==> src/rtl/wb_reg_bank_pkg.sv <==
// Shared constants and helpers for the wb_reg_bank Wishbone register slave.
package wb_reg_bank_pkg;

    localparam int unsigned WB_DW = 32;
    localparam int unsigned WB_SW = 4;

    // Expand byte-lane selects into a per-bit write mask.
    function automatic logic [WB_DW-1:0] sel_to_mask(input logic [WB_SW-1:0] sel);
        logic [WB_DW-1:0] m;
        m = '0;
        for (int unsigned k = 0; k < WB_SW; k++) begin
            m[8*k +: 8] = {8{sel[k]}};
        end
        return m;
    endfunction

endpackage

==> src/rtl/wb_reg_bank_if.sv <==
// Wishbone classic-pipelined handshake for wb_reg_bank.
// Accepts each access once (rip/wip), produces one-cycle rd/wr requests with
// captured address/select/data, and registers ack/err from the decode result.
// Optional macro WB_REG_BANK_PIPE_EN adds one request stage (latency 2).
module wb_reg_bank_if
    import wb_reg_bank_pkg::*;
#(
    parameter int unsigned ADDR_W = 6
) (
    input  logic              clk_i,
    input  logic              rst_i,
    input  logic              wb_cyc_i,
    input  logic              wb_stb_i,
    input  logic              wb_we_i,
    input  logic [ADDR_W-1:0] wb_adr_i,
    input  logic [WB_SW-1:0]  wb_sel_i,
    input  logic [WB_DW-1:0]  wb_dat_i,
    input  logic              hit_i,
    output logic              wb_stall_o,
    output logic              wb_ack_o,
    output logic              wb_err_o,
    output logic              rd_req_o,
    output logic              wr_req_o,
    output logic [ADDR_W-1:0] adr_o,
    output logic [WB_SW-1:0]  sel_o,
    output logic [WB_DW-1:0]  dat_o
);

    logic rip_q, rip_d;
    logic wip_q, wip_d;
    logic ack_q, ack_d;
    logic err_q, err_d;
    logic en, done, rd_acc, wr_acc;

    assign en     = wb_cyc_i & wb_stb_i;
    assign done   = ack_q | err_q;
    assign rd_acc = en & ~wb_we_i & ~rip_q;
    assign wr_acc = en &  wb_we_i & ~wip_q;

    assign wb_stall_o = ~done & en;
    assign wb_ack_o   = ack_q;
    assign wb_err_o   = err_q;

    // In-progress flags and response generation for the presented request.
    always_comb begin
        rip_d = rip_q;
        wip_d = wip_q;
        if (done) begin
            rip_d = 1'b0;
            wip_d = 1'b0;
        end
        if (rd_acc) rip_d = 1'b1;
        if (wr_acc) wip_d = 1'b1;
        ack_d = (rd_req_o | wr_req_o) &  hit_i;
        err_d = (rd_req_o | wr_req_o) & ~hit_i;
    end

    // Handshake state register.
    always_ff @(posedge clk_i) begin
        if (rst_i) begin
            rip_q <= 1'b0;
            wip_q <= 1'b0;
            ack_q <= 1'b0;
            err_q <= 1'b0;
        end else begin
            rip_q <= rip_d;
            wip_q <= wip_d;
            ack_q <= ack_d;
            err_q <= err_d;
        end
    end

`ifdef WB_REG_BANK_PIPE_EN
    logic              rd_q, wr_q;
    logic [ADDR_W-1:0] adr_q;
    logic [WB_SW-1:0]  sel_q;
    logic [WB_DW-1:0]  dat_q;

    // Request stage; reads pass through it too so decode and sts sampling
    // happen one cycle later and read data still lands with the ack.
    always_ff @(posedge clk_i) begin
        if (rst_i) begin
            rd_q  <= 1'b0;
            wr_q  <= 1'b0;
            adr_q <= '0;
            sel_q <= '0;
            dat_q <= '0;
        end else begin
            rd_q  <= rd_acc;
            wr_q  <= wr_acc;
            adr_q <= wb_adr_i;
            sel_q <= wb_sel_i;
            dat_q <= wb_dat_i;
        end
    end

    assign rd_req_o = rd_q;
    assign wr_req_o = wr_q;
    assign adr_o    = adr_q;
    assign sel_o    = sel_q;
    assign dat_o    = dat_q;
`else
    assign rd_req_o = rd_acc;
    assign wr_req_o = wr_acc;
    assign adr_o    = wb_adr_i;
    assign sel_o    = wb_sel_i;
    assign dat_o    = wb_dat_i;
`endif

endmodule

==> src/rtl/wb_reg_bank.sv <==
// wb_reg_bank: Wishbone bank of N_REGS 32-bit control/status registers with
// byte-lane writes, read-only status slots, unmapped-address error and
// per-register write pulses. Define WB_REG_BANK_PIPE_EN for one extra stage.
module wb_reg_bank
    import wb_reg_bank_pkg::*;
#(
    parameter int unsigned              N_REGS  = 4,
    parameter int unsigned              ADDR_W  = 6,
    parameter logic [N_REGS-1:0]        RO_MASK = '0,
    parameter logic [N_REGS*WB_DW-1:0]  RST_VAL = '0
) (
    input  logic                      clk_i,
    input  logic                      rst_i,
    input  logic                      wb_cyc_i,
    input  logic                      wb_stb_i,
    input  logic                      wb_we_i,
    input  logic [ADDR_W-1:0]         wb_adr_i,
    input  logic [WB_SW-1:0]          wb_sel_i,
    input  logic [WB_DW-1:0]          wb_dat_i,
    output logic                      wb_ack_o,
    output logic                      wb_err_o,
    output logic                      wb_rty_o,
    output logic                      wb_stall_o,
    output logic [WB_DW-1:0]          wb_dat_o,
    output logic [N_REGS*WB_DW-1:0]   regs_o,
    input  logic [N_REGS*WB_DW-1:0]   sts_i,
    output logic [N_REGS-1:0]         wr_pulse_o
);

    logic                     rd_req, wr_req, hit;
    logic [ADDR_W-1:0]        adr_c;
    logic [WB_SW-1:0]         sel_c;
    logic [WB_DW-1:0]         wdat_c, wmask, rdata;
    logic [N_REGS-1:0]        wr_en;
    logic [N_REGS*WB_DW-1:0]  regs_w;
    logic [N_REGS-1:0]        wr_pulse_q;
    logic [WB_DW-1:0]         dat_q, dat_d;

    wb_reg_bank_if #(.ADDR_W(ADDR_W)) u_if (
        .clk_i      (clk_i),
        .rst_i      (rst_i),
        .wb_cyc_i   (wb_cyc_i),
        .wb_stb_i   (wb_stb_i),
        .wb_we_i    (wb_we_i),
        .wb_adr_i   (wb_adr_i),
        .wb_sel_i   (wb_sel_i),
        .wb_dat_i   (wb_dat_i),
        .hit_i      (hit),
        .wb_stall_o (wb_stall_o),
        .wb_ack_o   (wb_ack_o),
        .wb_err_o   (wb_err_o),
        .rd_req_o   (rd_req),
        .wr_req_o   (wr_req),
        .adr_o      (adr_c),
        .sel_o      (sel_c),
        .dat_o      (wdat_c)
    );

    assign hit      = 32'(adr_c) < N_REGS;
    assign wmask    = sel_to_mask(sel_c);
    assign wb_rty_o = 1'b0;
    assign regs_o   = regs_w;

    // Per-register write enable; read-only slots never take writes.
    always_comb begin
        wr_en = '0;
        for (int unsigned i = 0; i < N_REGS; i++) begin
            wr_en[i] = wr_req & hit & (32'(adr_c) == i) & ~RO_MASK[i];
        end
    end

    for (genvar g = 0; g < N_REGS; g++) begin : g_reg
        logic [WB_DW-1:0] reg_q, reg_d;

        // Byte-lane merge of write data into the current contents.
        always_comb begin
            reg_d = reg_q;
            if (wr_en[g]) reg_d = (reg_q & ~wmask) | (wdat_c & wmask);
        end

        // Register storage with per-slot reset value.
        always_ff @(posedge clk_i) begin
            if (rst_i) reg_q <= RST_VAL[WB_DW*g +: WB_DW];
            else       reg_q <= reg_d;
        end

        assign regs_w[WB_DW*g +: WB_DW] = reg_q;
    end

    // Read mux: RO slots return live status, misses return zero.
    always_comb begin
        rdata = '0;
        for (int unsigned i = 0; i < N_REGS; i++) begin
            if (32'(adr_c) == i) begin
                rdata = RO_MASK[i] ? sts_i[WB_DW*i +: WB_DW] : regs_w[WB_DW*i +: WB_DW];
            end
        end
        dat_d = rd_req ? rdata : '0;
    end

    // Registered read data and write pulses, aligned with ack/err.
    always_ff @(posedge clk_i) begin
        if (rst_i) begin
            dat_q      <= '0;
            wr_pulse_q <= '0;
        end else begin
            dat_q      <= dat_d;
            wr_pulse_q <= wr_en;
        end
    end

    assign wb_dat_o   = dat_q;
    assign wr_pulse_o = wr_pulse_q;

endmodule

==> config.mk <==
export PLATFORM = sky130hd
export DESIGN_NAME = wb_reg_bank
export DESIGN_NICKNAME = d
export VERILOG_FILES = /design/src/rtl/wb_reg_bank_pkg.sv /design/src/rtl/wb_reg_bank_if.sv /design/src/rtl/wb_reg_bank.sv
export SDC_FILE = /design/constraint.sdc
export NUM_CORES = 1
export LEC_CHECK = 0
export ABC_AREA = 0
export CAP_MARGIN = 20
export CELL_PAD_IN_SITES_DETAIL_PLACEMENT = 0
export CELL_PAD_IN_SITES_GLOBAL_PLACEMENT = 1
export CORE_MARGIN = 3
export CORE_UTILIZATION = 31
export DETAILED_ROUTE_END_ITERATION = 8
export PLACE_DENSITY = 0.85
export RECOVER_POWER = 100
export SLEW_MARGIN = 20
export SYNTH_ARGS = -nofsm -noshare
export SYNTH_HDL_FRONTEND = slang
export SYNTH_HIERARCHICAL = 1
export SYNTH_SLANG_ARGS = --single-unit
==> constraint.sdc <==
create_clock -name clk_i -period 2.3 [get_ports clk_i]
set_input_delay 0.46 -clock clk_i [delete_from_list [all_inputs] [get_ports clk_i]]
set_output_delay 0.46 -clock clk_i [all_outputs]
set_load 0.005 [all_outputs]
==> impl_metrics.csv <==
group,metric,value,unit
drt,viasPerCell,5.08,
logic_synthesis,syn_nets,957,
sta,rsz0062_at_grt,"no",
power_and_ir_drop,p_sw,1470,uW
sta,tns,0,ps
sta,drv_slew,0,
sta,hold_ws,453,ps
logic_synthesis,synthFlopType,"dfxtp_1",
power_and_ir_drop,intPower,4620,uW
finish,drive_above_1_share,14.2,%
worst_setup_path,crit_required,2640,ps
clocking,holdBufCountCts,0,
power_and_ir_drop,ir_worst_vdd,0.457,mV
sta,finalCritPeriodShare,95.3,%
logic_synthesis,ys_ff_latch,168,
logic_synthesis,syn_avg_cell_area,9.73,um^2
global_routing,antenna_found_initial,0,
power_and_ir_drop,power_leakage,0.00423,uW
global_routing,grt_first_pass_wirelength,36.6,mm
placement,dp.cells,1276,
floorplan,ioPinCount,343,
min_path,hold_class,"in2reg",
logic_synthesis,synth_area,7610,um^2
worst_setup_path,endpoint_kind,"flip-flop",
worst_setup_path,cp_max_fo,4,
finish,stdcell_count,1308,
placement,post-dp-hpwl,16.8,mm
clocking,cts_buffer_depth,2,
clocking,clkSinkCount,168,
logic_synthesis,synth_top_family_by_area,"simple AND/OR/NAND/NOR gates",
power_and_ir_drop,power.total,6080,uW
power_and_ir_drop,p_per_area,575,nW/um^2
drt,wl_per_cell,18.1,um
finish,num-fill-cells,2278,
drt,drtIter0Drc,406,
logic_synthesis,synthMuxAreaShare,14.6,%
sta,fmax,456,MHz
global_routing,grtUsageTotal,17.5,%
floorplan,die_x,163,um
clocking,insertion_delay,420,ps
sta,finalSetupViolations,0,
floorplan,start_util,31.9,%
power_and_ir_drop,clockPowerShare,45.7,%
clocking,cts_max_level,4,
logic_synthesis,yosysUniqueCellTypes,41,
worst_setup_path,r2r_setup_slack,520,ps
finish,final_nets,1151,
placement,gp_congestion,0.781,
sta,period_needed,2190,ps
drt,routed_wl,23.6,mm
global_routing,grt_pass1_vias,6500,
worst_setup_path,arrival,2540,ps
logic_synthesis,synth_edf_count,0,
placement,placed_area,10100,um^2
clocking,cts_tree,"done",
drt,post-route-drc-count,0,
logic_synthesis,synth_cells,782,
sta,finClkSkew,15.5,ps
finish,fin_area,10600,um^2
clocking,clockRootBuffer,"clkbuf_16",
finish,diodes,0,
power_and_ir_drop,pwr-share-seq,47.9,%
logic_synthesis,ys_seq_area_share,44.2,%
floorplan,fp.dieH,163,um
global_routing,grt_overflow,0,
floorplan,die-area,26500,um^2
global_routing,grt_max_degree,88,
floorplan,core_area,23800,um^2
placement,port_buffers,213,
sta,hold_viol_final,0,
sta,worstMarginPinSlew,634,ps
outcome,status,"completed",
clocking,cts_buffers,17,
drt,via_count,6642,
job,cap_violations,0,
power_and_ir_drop,power_frac_comb,6.4,%
clocking,clk_pin_slew,70,ps
drt,ant_nets,0,
worst_setup_path,path_class,"in2reg",
worst_setup_path,start_kind,"primary input",
finish,synthToLayoutAreaGrowth,39.0,%
sta,maxSlewHeadroom,57.5,%
drt,dr.pass1.iters,5,
finish,final_cell_mix,"dfxtp_1 (168), dlygate4sd3_1 (167), a21oi_1 (90), o21ai_0 (88), nand2b_1 (65)",
logic_synthesis,synth_fa_ha_area_share,0,%
clocking,postCtsSetupRepairBufs,0,
logic_synthesis,yosys_warnings,6,
finish,layout_commonest_cell,"dfxtp_1",
logic_synthesis,yosys.area_share.simple,19.7,%
logic_synthesis,synth-compound-area-share,12.5,%
power_and_ir_drop,p_sw_share,24.1,%
logic_synthesis,synthXorXnorAreaFrac,0,%
logic_synthesis,synthArstFlopShare,0,%
floorplan,rows,56,
==> worst paths after layout <==
path                      end   startpoint  cells past startpoint
hold / removal    wb_dat_o[3]        rst_i                      3
setup reg to reg    flip-flop   u_if/wip_q                      7
setup / recovery    flip-flop  wb_adr_i[5]                      6
hold reg to reg     flip-flop    flip-flop                      2
==> repair_timing <==
action,in CTS,in global routing
gates resized for setup,0,2
hold endpoints to repair,0,0
setup endpoints to repair,0,1
==> metal layers <==
metal	vias up	track usage, %	wire [um]	part of all wire [%]
met5	-	0	0	0
met4	0	5.65	444	1.9
met3	30	3.94	1630	6.9
met2	252	27.5	10800	46
met1	3192	23.8	10700	45
li1	3168	-	-	-
==> worst max-delay path, stage by stage <==
cell             delay (ps)
clkdlybuf4s50_1         390
or4_1                   650
clkbuf_1                200
nor3_1                  270
clkbuf_1                340
mux2i_1                 220
==> per-stage QoR <==
stage | setup WS, ps | util [%]
after global routing | 46.5 | 44.4
after detailed placement | -54.3 | 42.4
after floorplan | 349 | -
after global placement | -17.1 | 42.4
after CTS | 1.36 | 44.8
final | 108 | 44.4
==> final cells by class <==
type / instances / area [um^2] / area share (%)
clock inverter: 13 / 119 / 1.12
sequential: 168 / 3360 / 31.8
clock buffer: 19 / 443 / 4.19
tap: 319 / 399 / 3.77
multi-input combinational: 498 / 3530 / 33.4
inverter: 3 / 13.8 / 0.130
timing repair buffer: 288 / 2710 / 25.6
==> synth_stat cells (7+ instances only) <==
master | number | area share (%)
nand3_1 | 64 | 4.2
o21ai_0 | 88 | 5.8
a21oi_1 | 90 | 5.9
mux2i_1 | 49 | 6.4
nor2b_1 | 29 | 2.4
and2_1 | 7 | 0.58
buf_4 | 50 | 4.9
nand2b_1 | 65 | 5.3
mux4_2 | 27 | 8.0
nand4b_1 | 7 | 0.81
dfxtp_1 | 168 | 44
buf_2 | 11 | 0.72
nand4_1 | 28 | 2.3
clkbuf_1 | 45 | 2.2
==> power groups by stage <==
stage          clock network [uW]  logic (uW)  registers (uW)
5_1_grt                      2960         416            2910
3_5_place_dp                    0         397            2980
4_1_cts                      2850         398            2910
3_3_place_gp                    0         394            2980
2_1_floorplan                   0         263            2980
6_report                     2780         388            2920
==> kinds of logic after synthesis <==
logic type             Yosys count
AND/OR/NAND/NOR                236
multiplexers                    77
AO/OA/AOI/OAI                  184
flip-flops                     168
buffers and inverters          116
other                            1
No activity file was read; power rests on OpenSTA's default activity.
